File: config.mk
export PLATFORM = sky130hd
export DESIGN_NAME = z80_io_wb_bridge
export DESIGN_NICKNAME = d
export VERILOG_FILES = /design/src/rtl/z80_io_wb_bridge.sv
export SDC_FILE = /design/constraint.sdc
export NUM_CORES = 1
export LEC_CHECK = 0
export CORE_ASPECT_RATIO = 1.25
export CORE_UTILIZATION = 39
export CTS_BUF_LIST = sky130_fd_sc_hd__clkbuf_4
export DETAILED_ROUTE_END_ITERATION = 7
export PLACE_DENSITY = 0.82
export RECOVER_POWER = 50
export SYNTH_ARGS = -nofsm -noshare
export SYNTH_HDL_FRONTEND = slang
export SYNTH_SLANG_ARGS = --single-unit
File: constraint.sdc
create_clock -name clk_i -period 1.45 [get_ports clk_i]
set_input_delay 0.2175 -clock clk_i [delete_from_list [all_inputs] [get_ports clk_i]]
set_output_delay 0.2175 -clock clk_i [all_outputs]
set_load 0.01 [all_outputs]
File: src/rtl/z80_io_wb_bridge.sv
// z80_io_wb_bridge: turns Z80 I/O read/write cycles into single Wishbone classic cycles for the CPC PPI,
// stretching the CPU with wait_no until the slave acks and holding read data until the strobe ends.
module z80_io_wb_bridge #(
    parameter int SEL_BIT  = 11,
    parameter int SYNC_STG = 2,
    parameter int TIMEOUT  = 16
) (
    input  logic        clk_i,
    input  logic        rst_ni,
    input  logic [15:0] cpu_a_i,
    input  logic [7:0]  cpu_do_i,
    input  logic        iorq_ni,
    input  logic        rd_ni,
    input  logic        wr_ni,
    input  logic        m1_ni,
    output logic [7:0]  cpu_di_o,
    output logic        cpu_di_oe_o,
    output logic        wait_no,
    output logic [1:0]  adr_o,
    output logic [7:0]  dat_o,
    input  logic [7:0]  dat_i,
    output logic        we_o,
    output logic        stb_o,
    output logic        cyc_o,
    input  logic        ack_i,
    output logic        timeout_o
);
    localparam int CW = $clog2(TIMEOUT);
    localparam logic [CW-1:0] LIM = CW'(TIMEOUT - 1);

    typedef enum logic [1:0] {IDLE, BUS, HOLD} state_t;

    state_t                   state, state_d;
    logic [SYNC_STG-1:0][3:0] sync_q;
    logic                     iorq_s, rd_s, wr_s, m1_s;
    logic                     act, act_q, hit, unused_a;
    logic [CW-1:0]            cnt, cnt_d;
    logic                     stb_d, wait_d, we_d, oe_d, to_d;
    logic [1:0]               adr_d;
    logic [7:0]               dat_d, di_d;

    assign {iorq_s, rd_s, wr_s, m1_s} = sync_q[SYNC_STG-1];
    assign act      = ~iorq_s & m1_s & (~rd_s | ~wr_s);
    // only a fresh strobe starts a cycle, so one long strobe never retriggers
    assign hit      = act & ~act_q & ~cpu_a_i[SEL_BIT];
    assign cyc_o    = stb_o;
    assign unused_a = ^cpu_a_i;

    always_ff @(posedge clk_i or negedge rst_ni) begin
        if (!rst_ni) begin
            sync_q      <= '1;
            act_q       <= 1'b0;
            state       <= IDLE;
            cnt         <= '0;
            stb_o       <= 1'b0;
            wait_no     <= 1'b1;
            adr_o       <= 2'd0;
            dat_o       <= 8'd0;
            we_o        <= 1'b0;
            cpu_di_o    <= 8'hFF;
            cpu_di_oe_o <= 1'b0;
            timeout_o   <= 1'b0;
        end else begin
            sync_q[0] <= {iorq_ni, rd_ni, wr_ni, m1_ni};
            for (int i = 1; i < SYNC_STG; i++)
                sync_q[i] <= sync_q[i-1];
            act_q       <= act;
            state       <= state_d;
            cnt         <= cnt_d;
            stb_o       <= stb_d;
            wait_no     <= wait_d;
            adr_o       <= adr_d;
            dat_o       <= dat_d;
            we_o        <= we_d;
            cpu_di_o    <= di_d;
            cpu_di_oe_o <= oe_d;
            timeout_o   <= to_d;
        end
    end

    always_comb begin
        state_d = state;
        cnt_d   = cnt;
        stb_d   = stb_o;
        wait_d  = wait_no;
        adr_d   = adr_o;
        dat_d   = dat_o;
        we_d    = we_o;
        di_d    = cpu_di_o;
        oe_d    = cpu_di_oe_o;
        to_d    = 1'b0;
        case (state)
            IDLE: if (hit) begin
                adr_d   = cpu_a_i[9:8];
                dat_d   = cpu_do_i;
                we_d    = ~wr_s;
                stb_d   = 1'b1;
                wait_d  = 1'b0;
                cnt_d   = '0;
                state_d = BUS;
            end
            BUS: if (ack_i) begin
                stb_d   = 1'b0;
                wait_d  = 1'b1;
                di_d    = we_o ? cpu_di_o : dat_i;
                oe_d    = ~we_o;
                state_d = HOLD;
            end else if (cnt == LIM) begin
                // abort: reads return open-bus 0xFF so the CPU is never stuck
                stb_d   = 1'b0;
                wait_d  = 1'b1;
                di_d    = 8'hFF;
                oe_d    = ~we_o;
                to_d    = 1'b1;
                state_d = HOLD;
            end else begin
                cnt_d = cnt + 1'b1;
            end
            HOLD: if (!act) begin
                oe_d    = 1'b0;
                state_d = IDLE;
            end
            default: state_d = IDLE;
        endcase
    end
endmodule

==> results.md, run 1 <==
- Per report_power, the clock group accounts for 25.1% of the total.
- The final reports fail on setup timing.
- In this run the worst hold path is classified as reg -> reg.
- At the end of routability-driven placement, the weighted congestion stood at 0.727.
- After synthesis, the cell types taking the most area are sky130_fd_sc_hd__dfrtp_1, sky130_fd_sc_hd__dfstp_2, sky130_fd_sc_hd__o22a_1.
- The aggregate routed wire length is 3.53 mm.
- The main combinational cell family by area after synthesis is compound AO/OA/AOI/OAI gates.
- In this run the worst path has a maximum fanout of 4.
- The critical path's top delay family is simple AND/OR/NAND/NOR gates.
- The clock network latency to the later pin of the worst-skew pair is 0.34 ns.
- The worst pin sits at a relative slew slack of 35.8%.
- The initial antenna violation count came to 0.
- The number of cells produced by synthesis is 99.
- The global-route congestion overflow total is 0.
- The count of pins over their slew limit is 0.
- The clock sink total is 38.
- The number of distinct library cells after synthesis is 32.
- The arrival time reported for the critical path endpoint is 1.73 ns.
- The maximum single-stage delay on the critical path is 0.41 ns.
- The switching part of the total is 27.9%.
- The part of the total power dissipated in sequential elements is 45.7%.
- Setup slack on the critical path of the routed design comes to -0.0451 ns.
- Before antenna repair, the detailed router went through 4 iterations.
- Summing the areas of all xor and xnor instances in the mapped netlist gives 0% of the synthesized area.
- For this design the static power due to leakage is 1.03 nW.
- The number of hold-slack violations in the final timing report is 0.
- The number of register bits inferred by synthesis is 38.
- Summed over all instances, the cell type with the most area after synthesis is sky130_fd_sc_hd__dfrtp_1.
- The kind of launch point of the worst setup path is a flip-flop.
- In the layout the commonest cells are sky130_fd_sc_hd__dlygate4sd2_1, sky130_fd_sc_hd__clkdlybuf4s50_1, sky130_fd_sc_hd__dfrtp_1.
- The count of fill cells added during filler insertion is 260.
- In this run the power density over the cells is 1550 mW/mm^2.
- Port buffering added 49 buffers.
- Summed over its instances, the top area cell type makes up 36.0% of the synthesized netlist area.
- Traced cell by cell, the critical path runs through ha_2 -> and3_4 -> or3_4 -> nand2_4 -> a31oi_1.
- The number of antenna diodes in the final layout is 0.
- The worst setup path is captured at a flip-flop.
- The register area share after synthesis is 66.6%.
- For the worst setup path, the data required time is 1.69 ns.
- The die extent in y is 70.4 um.
- The maximum count of clock buffers along a single path is 2.
- Summing the areas of all and, or, nand and nor instances in the mapped netlist gives 9.34% of the synthesized area.
- The slowest cell on the critical path is sky130_fd_sc_hd__dfrtp_1.
- The transition time at the pin with the least slew margin is 0.963 ns.
- The DRC marker count from the first detailed-route iteration is 28.
- For this run, the leading register cell type out of synthesis is sky130_fd_sc_hd__dfrtp_1.
- In this run the count of I/O pins placed on the die edge is 63.
- The CTS buffer count is 5.
- The pin count of the biggest net entering global routing is 22.
- The tightest hold margin is 0.363 ns.
- The width of the chip is 56.7 um.
- CTS placed an instance of sky130_fd_sc_hd__clkbuf_4 at the clock tree root.
- The number of buffers and inverters on the critical path is 0.
- The count of nets left with antenna violations after detail routing is 0.
- The mapped netlist covers 0.00146 sq mm.
- The fraction of the core area covered by cells at the end of the flow is 63.5%.
- The area used by multi-input combinational logic is 517 sq um.
- The total of warnings raised by yosys is 0.
- The via count of the first global-routing pass is 1166.
- Setup repair after global routing could not meet its margin everywhere.
- The async set or reset register ratio after synthesis is 100%.
- The total via count in the routed design is 1063.
- The growth of design area from synthesis to finish is 54.1%.
- The worst vdd rail ir drop is 875 uV.
- The internal portion of total power is 2.51 mW.
- The final routed wire length divided by cell count is 17.1 um.
- The total die area is 0.00399 sq mm.
- The most frequent standard cell in the layout excluding fill and tap cells is sky130_fd_sc_hd__dlygate4sd2_1.
- The final layout net count is 207.
- Detailed placement finished with a half-perimeter wire length of 2.45 mm.
- The complex-gate fraction of the synthesized area is 11.7%.
- Across every metal layer, demand over resource in global routing totals 18.6%.
- The multiplexer area fraction after synthesis is 8.74%.
- The post-route netlist has 39.3% of its cells at a drive strength greater than 1.
- The max-cap violation count is 0.
- For this configuration, the core starts out at a cell density of 41.2%.
- The synthesized design contains 0 enable-type register cells.
- TritonCTS built the clock tree.
- The final critical-path share of the clock period is 103%.
- The number of core rows is 24.
- After detailed routing, the number of remaining DRC violations is 0.
- The wire length of the first global-routing pass is 5.48 mm.
- The net switching power is 0.971 mW.
- Summing all flip-flop and latch instances after layout gives 975 sq um.
- Summing the areas of all fa, ha and maj instances in the mapped netlist gives 0.857% of the synthesized area.
- The flow ran to the end, but the final reports show violations.
- Setup violations remaining at the end of the flow were counted as 11.
- The startpoint-to-endpoint class of the critical path is reg -> reg.
- The fmax is 669 MHz.
- After clock tree synthesis, the clock-pin slew on the worst setup and hold paths is 0.11 ns.
- The number of levels the H-tree was split into is 2.
- The total nets after synthesis is 139.
- In this run, the combinational gates consume 29.2% of the power.
- Using the TritonRoute via totals, the vias-per-cell ratio works out to 5.14.
- A synthesized cell averages 14.7 sq um.
- The placeable core region is 0.00354 sq mm.
- The final worst clock skew is 0.00764 ns.
- After layout, the minimum clock period comes to 1.50 ns.
## worst paths after layout
kind,slack [ns],endpoint,cells after the start,start
worst max-delay path,-0.05,cnt[3],5,cnt[1]
worst min-delay path,0.36,iorq_s,0,sync_q[3]
worst max register to register,-0.05,cnt[3],5,cnt[1]
worst min register to register,0.36,iorq_s,0,sync_q[3]
max in group asynchronous,0.10,sync_q[0],3,rst_ni
min in group asynchronous,0.57,timeout_o,2,rst_ni
## cell families after synthesis
| family | count (synthesis) |
|---|---|
| AO/OA/AOI/OAI | 22 |
| AND/OR/NAND/NOR | 21 |
| adder cells (fa/ha/maj) | 1 |
| buffers and inverters | 7 |
| multiplexers | 10 |
| flip-flops | 38 |
## timing repair
item / in CTS / in global routing
setup endpoints to repair: 46 / 24
pin swaps: 4 / 9
buffers inserted: 3 / 1
resized for setup: 36 / 4
hold buffers: 1 / 0
hold endpoints to repair: 11 / 0
cloned: 0 / 0
## sequential cells by signal (all words and copies together), names as in the netlist, 2 cells and up
name / cells
adr_o: 2
cnt: 4
cpu_di_o: 8
dat_o: 8
state: 2
sync_q: 5
## metal layers
layer | part of all wire [%] | up-vias | track usage, % | wire length (um)
met5 | 0 | - | 0 | 0
met4 | 1.8 | 0 | 7.05 | 62
met3 | 4.2 | 7 | 4.81 | 150
met2 | 60 | 28 | 36.0 | 2110
met1 | 34 | 542 | 18.3 | 1200
li1 | - | 486 | - | -
## power groups by stage
stage | sequential, mW | combinational [mW] | clock, mW
after CTS | 1.59 | 1.01 | 0.896
final | 1.59 | 1.02 | 0.876
after global placement | 1.59 | 1.05 | 0
after global routing | 1.62 | 1.09 | 0.938
after detailed placement | 1.62 | 1.10 | 0
after floorplan | 1.71 | 0.318 | 0
## area by class of cell
cell class	instances	area share (%)
Sequential cell	38	43.3
Timing Repair Buffer	65	26.5
Multi-Input combinational cell	54	23.0
Clock inverter	3	2.84
Tap cell	39	2.17
Clock buffer	5	1.67
Inverter	3	0.501
## per-stage QoR
| step | power (mW) | worst slack, ns | cells | TNS (ns) | area, sq um |
|---|---|---|---|---|---|
| 3_3_place_gp | 2.64 | -0.325 | 194 | -5.23 | 2080 |
| 6_report | 3.48 | -0.0451 | 207 | -0.199 | 2250 |
| 4_1_cts | 3.49 | -0.0445 | 206 | -0.0679 | 2240 |
| 5_1_grt | 3.65 | -0.0881 | 207 | -2.09 | 2250 |
| 3_5_place_dp | 2.72 | -0.371 | 194 | -6.28 | 2080 |
| 2_1_floorplan | 2.02 | -0.0145 | 99 | -0.0581 | 1480 |
## Yosys cell counts, drive strengths merged, types with 2 or more instances
library cell,instances
mux2,10
o22a,8
a31oi,2
dfstp,17
buf,4
inv,3
a21oi,3
nor3b,2
dfrtp,21
nand2,8
o21ai,3
Power figures use the tool's default switching activity.
==> run 2, diff against run 1 <==
CORE_UTILIZATION = 35   (was 39)
PLACE_DENSITY = 0.78   (was 0.82)
==> results.md, run 2 (synthesis gave the netlist of run 1 again) <==
- The worst register-to-register path ends at dat_o[4].
- The pin count of the biggest net entering global routing is 39 (+77%).
- Setup repair after global routing could not meet its margin everywhere.
- The final number of setup-violating endpoints came to 13 (+2).
- The width of the chip is 59.8 um (+5.4%).
- The net switching power is 0.896 mW (-7.7%).
- The number of levels the H-tree was split into is 2 (unchanged).
- The CTS buffer count is 5 (unchanged).
- The switching part of the total came to 29.2% (+1.4 points).
- The final critical-path setup slack was -0.0416 ns (+0.00342 ns).
- The count of pins over their slew limit is 0 (unchanged).
- The required time at the worst-slack endpoint was 1.68 ns (about the same).
- The initial antenna violation count is 0 (unchanged).
- The worst-path maximum fanout was 5 (+1).
- The worst setup slack for register-to-register paths is -0.04 ns (about the same).
- The part of the total power dissipated in sequential elements is 51.8% (+6.1 points).
- The transition time at the pin with the least slew margin is 0.866 ns (-0.0966 ns).
- The global-route congestion overflow total is 0 (unchanged).
- The placed wire-length estimate is 2.11 mm (-14%).
- Compared with the post-synthesis result, the final layout area differs by 54.4%.
- The wire length of the first global-routing pass is 4.77 mm (-13%).
- The final layout net count is 211 (+1.9%).
- The logic depth of the worst register-to-register path is 4 (-1).
- The via count of the first global-routing pass came to 1064 (-8.7%).
- The share of power burned in the clock network is 16.3% (-8.8 points).
- The flow ran to the end, but the final reports show violations.
- The final reports fail on setup timing.
- The clock network latency to the later pin of the worst-skew pair is 0.33 ns (about the same).
- The die extent in y is 74.2 um (+5.4%).
- The total via count in the routed design is 1033 (-2.8%).
- The number of core rows is 25 (+4.2%).
- The initial core utilization was 37.6% (-3.6 points).
- The cell count after placement is 209 (+7.7%).
- The worst vdd rail ir drop is 793 uV (-9.4%).
- The clock sink total is 38 (unchanged).
- The clock period minus worst slack is 1.49 ns (-0.00342 ns).
- The count of nets left with antenna violations after detail routing is 0 (unchanged).
- The CTS root buffer is sky130_fd_sc_hd__clkbuf_4.
- The largest registers in the layout are cpu_di_o: 8 flops, dat_o: 8 flops, sync_q: 5 flops.
- The power per cell area is 1360 mW/mm^2 (-12%).
- The max-cap violation count is 0 (unchanged).
- The fmax is 670 MHz (+0.23%).
- In the layout the commonest cells are sky130_fd_sc_hd__dlygate4sd2_1, sky130_fd_sc_hd__clkdlybuf4s50_1, sky130_fd_sc_hd__dfrtp_1.
- The final worst clock skew came to 0.00967 ns (+0.00203 ns).
- TritonCTS built the clock tree.
- The worst setup path is launched from a flip-flop.
- The startpoint identified for the worst register-to-register timing path is act_q.
- The critical path is of the reg -> reg type.
- The number of detailed-route iterations in the first pass came to 4 (unchanged).
- The total die area is 0.00444 sq mm (+11%).
- The final critical-path share of the clock period is 103% (-0.24 points).
- The part of the power in combinational logic is 31.8% (+2.6 points).
- The aggregate routed wire length is 3.09 mm (-12%).
- The overall global routing resource usage came to 14.9% (-3.7 points).
- The library cell used most frequently in the layout, excluding fill and tap cells, is sky130_fd_sc_hd__dlygate4sd2_1.
- The arrival time reported for the critical path endpoint came to 1.72 ns (about the same).
- The placed standard-cell area was 0.00209 sq mm (+0.30%).
- The number of hold-slack violations in the final timing report is 0 (unchanged).
- The kind of end point of the critical path is a flip-flop.
- The count of fill cells added during filler insertion is 329 (+27%).
- The detail-routed via count per cell is 4.57 (-11%).
- The fraction of the core area covered by cells at the end of the flow is 58.1% (-5.4 points).
- The final routed wire length divided by cell count is 13.7 um (-20%).
- The internal portion of total power is 2.17 mW (-14%).
- The instance count along the most critical hold path is 0 (unchanged).
- The placeable core region is 0.00388 sq mm (+9.5%).
- The non-filler instance count after layout is 226 (+9.2%).
- The number of DRC violations after detailed routing is 0 (unchanged).
- The boundary pin count is 63 (unchanged).
- The DRC marker count from the first detailed-route iteration was 19 (-32%).
- The class of the most critical hold timing path is reg -> reg.
- The end of the worst hold path is rd_s.
- The number of antenna diodes is 0 (unchanged).
- The maximum count of clock buffers along a single path is 2 (unchanged).
- The static leakage power is 1.02 nW (-0.60%).
- The start point of the worst min-delay path is sync_q[2].
- The proportion of layout cells with a drive suffix above 1 came to 40.1% (+0.83 points).
- The global placer's final weighted congestion came to 0.731 (+0.63%).
- The clock transition at the registers of the reported paths is 0.11 ns (about the same).
- The tightest hold margin is 0.361 ns (-0.00138 ns).
- The number of buffers added on ports is 49 (unchanged).
- The post-route cell area is 0.00225 sq mm (+0.22%).
- The normalized max-slew margin is 42.3% (+6.4 points).
[run 2: layout make-up]
type	instances	area, sq um	area share [%]
flip-flops and latches	38	975	43.2
repair buffers	69	639	28.4
multi-input cells	54	508	22.5
well taps	54	67.6	3.00
clock buffers	5	37.5	1.66
clock inverters	3	16.3	0.721
inverters	3	11.3	0.499
[run 2: how the worst max path moves through the flow]
stage / startpoint / endpoint / slack [ns] / depth (start not counted)
floorplan: state[1] / adr_o[0] / -0.01 / 4
global placement: cpu_a_i[11] / dat_o[6] / -0.33 / 4
detailed placement: cpu_a_i[11] / dat_o[6] / -0.39 / 4
CTS: cnt[0] / cnt[3] / -0.02 / 5
global route: act_q / dat_o[4] / -0.1 / 4
finish: act_q / dat_o[4] / -0.04 / 4
[run 2: timing repair]
action	CTS	global route
buffers inserted	4	3
pin swaps	5	0
gates cloned	0	1
setup endpoints to repair	48	21
hold endpoints to repair	21	0
resized for setup	35	1
hold buffers	1	0
[run 2: power by group through the flow]
stage	logic [mW]	registers (mW)	clock network [mW]
5_1_grt	1.07	1.62	0.586
3_5_place_dp	1.08	1.61	0
3_3_place_gp	1.04	1.59	0
2_1_floorplan	0.318	1.71	0
6_report	0.975	1.59	0.501
4_1_cts	0.966	1.59	0.536
[run 2: per-stage QoR]
step / power [mW] / worst slack (ns) / TNS, ns
3_5_place_dp: 2.69 / -0.390 / -6.60
3_3_place_gp: 2.63 / -0.326 / -5.32
2_1_floorplan: 2.02 / -0.0145 / -0.0581
4_1_cts: 3.09 / -0.0157 / -0.0157
6_report: 3.06 / -0.0416 / -0.373
5_1_grt: 3.28 / -0.0996 / -1.81
[run 2: worst max-delay path, cell delays in order (launching register included)]
cell and delay (ns):
sky130_fd_sc_hd__dfrtp_1 0.42, sky130_fd_sc_hd__nor4_4 0.33, sky130_fd_sc_hd__nand4b_4 0.18, sky130_fd_sc_hd__buf_12 0.17, sky130_fd_sc_hd__mux2_4 0.29
[run 2: layer usage]
layer  wire length [um]  vias up  track usage [%]
li1                   -      497                -
met1               1220      504             16.1
met2               1710       28             25.7
met3                124        4             5.22
met4                 40        0             6.98
met5                  0        -                0
==> run 3, diff against run 2 <==
==> constraint.sdc (replaced) <==
create_clock -name clk_i -period 1.45 [get_ports clk_i]
set_input_delay 0.145 -clock clk_i [delete_from_list [all_inputs] [get_ports clk_i]]
set_output_delay 0.145 -clock clk_i [all_outputs]
set_load 0.01 [all_outputs]
==> results.md, run 3 (synthesis gave the netlist of run 1 again) <==
- The global-route congestion overflow total came to 0 (unchanged).
- The number of detailed-route iterations in the first pass is 4 (unchanged).
- The via count of the first global-routing pass came to 1090 (+2.4%).
- The placed wire-length estimate is 2.17 mm (+3.1%).
- The final number of setup-violating endpoints is 12 (-1).
- The placeable core region is 0.00388 sq mm (unchanged).
- The final routed wire length divided by cell count is 13.8 um (+0.93%).
- The worst-path maximum fanout was 4 (-1).
- The number of hold-slack violations in the final timing report was 0 (unchanged).
- The fraction of the core area covered by cells at the end of the flow was 59.8% (+1.6 points).
- The arrival time reported for the critical path endpoint was 1.71 ns (about the same).
- The proportion of layout cells with a drive suffix above 1 is 38.2% (-1.9 points).
- The clock sink total came to 38 (unchanged).
- The die extent in y was 74.2 um (unchanged).
- The clock period minus worst slack is 1.49 ns (+0.000705 ns).
- The CTS buffer count came to 5 (unchanged).
- The total negative slack for setup checks is -0.313 ns (+0.0600 ns).
- The kind of launch point of the worst setup path is a flip-flop.
- The sum of met2 wire segment lengths after detailed routing is 1.67 mm (-2.2%).
- The number of core rows was 25 (unchanged).
- The final worst clock skew was 0.0151 ns (+0.00547 ns).
- The post-route cell area was 0.00232 sq mm (+2.8%).
- The initial antenna violation count is 0 (unchanged).
- The total via count in the routed design is 1047 (+1.4%).
- The run finished, with violations left.
- The area growth from synthesis to layout is 58.8%.
- The DRC marker count from the first detailed-route iteration is 40 (+21).
- The count of pins over their slew limit is 0 (unchanged).
- The number of antenna diodes is 0 (unchanged).
- The number of DRC violations after detailed routing is 0 (unchanged).
- In this design, the largest share of critical-path delay is due to simple AND/OR/NAND/NOR gates.
- The number of buffers added on ports is 49 (unchanged).
- The maximum count of clock buffers along a single path is 2 (unchanged).
- The final reports fail on setup timing.
- The global placer's final weighted congestion is 0.768 (+4.9%).
- The count of nets left with antenna violations after detail routing was 0 (unchanged).
- The aggregate routed wire length came to 3.09 mm (about the same).
- The width of the chip is 59.8 um (unchanged).
- The normalized max-slew margin came to 36.7% (-5.6 points).
- The slowest cell on the critical path is sky130_fd_sc_hd__dfrtp_1.
- The placed standard-cell area is 0.00208 sq mm (-0.12%).
- The required time at the worst-slack endpoint was 1.67 ns (about the same).
- The boundary pin count is 63 (unchanged).
- The number of levels the H-tree was split into is 2 (unchanged).
- The tightest hold margin is 0.336 ns (-0.0254 ns).
- The number of buffers and inverters on the critical path is 0 (-1).
- The detail-routed via count per cell came to 4.67 (+2.3%).
- The detailed-routing wirelength on met1 is 1.20 mm (-1.2%).
- The wire length on met3 is 157 um (+27%).
- The transition time at the pin with the least slew margin is 0.950 ns (+0.0842 ns).
- STA classifies the critical path endpoint as a flip-flop.
- The class of the most critical hold timing path is in -> reg.
- The final critical-path setup slack is -0.0423 ns (-0.000705 ns).
- Setup repair after global routing could not meet its margin everywhere.
- The fmax is 670 MHz (about the same).
- The maximum single-stage delay on the critical path is 0.41 ns (about the same).
- The final critical-path share of the clock period is 103% (about the same).
- The power per cell area is 1430 mW/mm^2 (+5.4%).
- The static leakage power is 1.10 nW (+7.6%).
- The final layout net count was 209 (-0.95%).
- The total die area came to 0.00444 sq mm (unchanged).
- The initial core utilization was 37.6% (unchanged).
- The library cell used most frequently in the layout, excluding fill and tap cells, is sky130_fd_sc_hd__clkdlybuf4s50_1.
- The max-cap violation count came to 0 (unchanged).
- The CTS root buffer is sky130_fd_sc_hd__clkbuf_4.
- The library cells used most frequently in the layout, excluding fill and tap cells, are sky130_fd_sc_hd__clkdlybuf4s50_1, sky130_fd_sc_hd__dfrtp_1, sky130_fd_sc_hd__dfstp_2.
- The clock network latency to the later pin of the worst-skew pair is 0.35 ns (+0.02 ns).
- The final total power is 3.32 mW (+8.4%).
- The startpoint-to-endpoint class of the critical path is reg -> reg.
- The clock transition at the registers of the reported paths is 0.10 ns (about the same).
- The overall global routing resource usage is 16.0% (+1.1 points).
- The pin count of the biggest net entering global routing is 23 (-41%).
- The worst vdd rail ir drop is 793 uV (about the same).
- The wire length of the first global-routing pass is 4.95 mm (+3.9%).
- The detailed router used layers up to and including met4.
- The critical path goes through ha_2 -> and3_4 -> or3_4 -> nand2_4 -> a31oi_1.
- TritonCTS built the clock tree.
- The largest registers in the layout are cpu_di_o: 8 flops, dat_o: 8 flops, sync_q: 5 flops.
run 3: cell type report:
class                           instances  area [sq um]
Fill cell                             313          1560
Sequential cell                        38           975
Timing Repair Buffer                   67           679
Multi-Input combinational cell         54           507
Tap cell                               54          67.6
Clock buffer                            6          45.0
Clock inverter                          2          33.8
Inverter                                3          11.3
run 3: where the power goes:
group          internal (mW)  switching, mW
sequential              1.41          0.171
combinational          0.622          0.408
clock                  0.377          0.328
run 3: worst reg2reg max path, delay by kind of cell (launching register included):
kind                       cells  cell delay, ns
DFF                            1            0.41
and+or+nand+nor                3            0.68
adders and majority gates      1            0.21
AOI/OAI and AO/OA              1            0.09
run 3: metal layers:
metal  track usage [%]  up-vias
met2              26.2       29
met1              18.2      514
met4              7.75        0
met3              5.91        6
met5                 0        -
li1                  -      498
run 3: metrics by stage:
| stage | setup slack, ns | cells |
|---|---|---|
| after CTS | -0.0391 | 221 |
| after detailed placement | -0.284 | 207 |
| after global placement | -0.256 | 207 |
| after floorplan | -0.0145 | 99 |
| final | -0.0423 | 224 |
| after global routing | -0.0907 | 224 |
run 3: final timing paths:
check | start | cells past startpoint | end | slack (ns)
worst max-delay path | cnt[0] | 5 | cnt[3] | -0.04
worst min-delay path | wr_ni | 1 | sync_q[1] | 0.34
worst max register to register | cnt[0] | 5 | cnt[3] | -0.04
worst min register to register | sync_q[0] | 0 | m1_s | 0.36
max in group asynchronous | rst_ni | 3 | sync_q[0] | 0.27
min in group asynchronous | rst_ni | 2 | act_q | 0.45
run 3: timing repair:
item,4_1_cts,5_1_grt
hold endpoints to repair,11,0
gates resized for setup,19,15
pin swaps,4,3
setup endpoints to repair,34,33
hold buffers,1,0
cloned,0,1
setup buffers,5,2
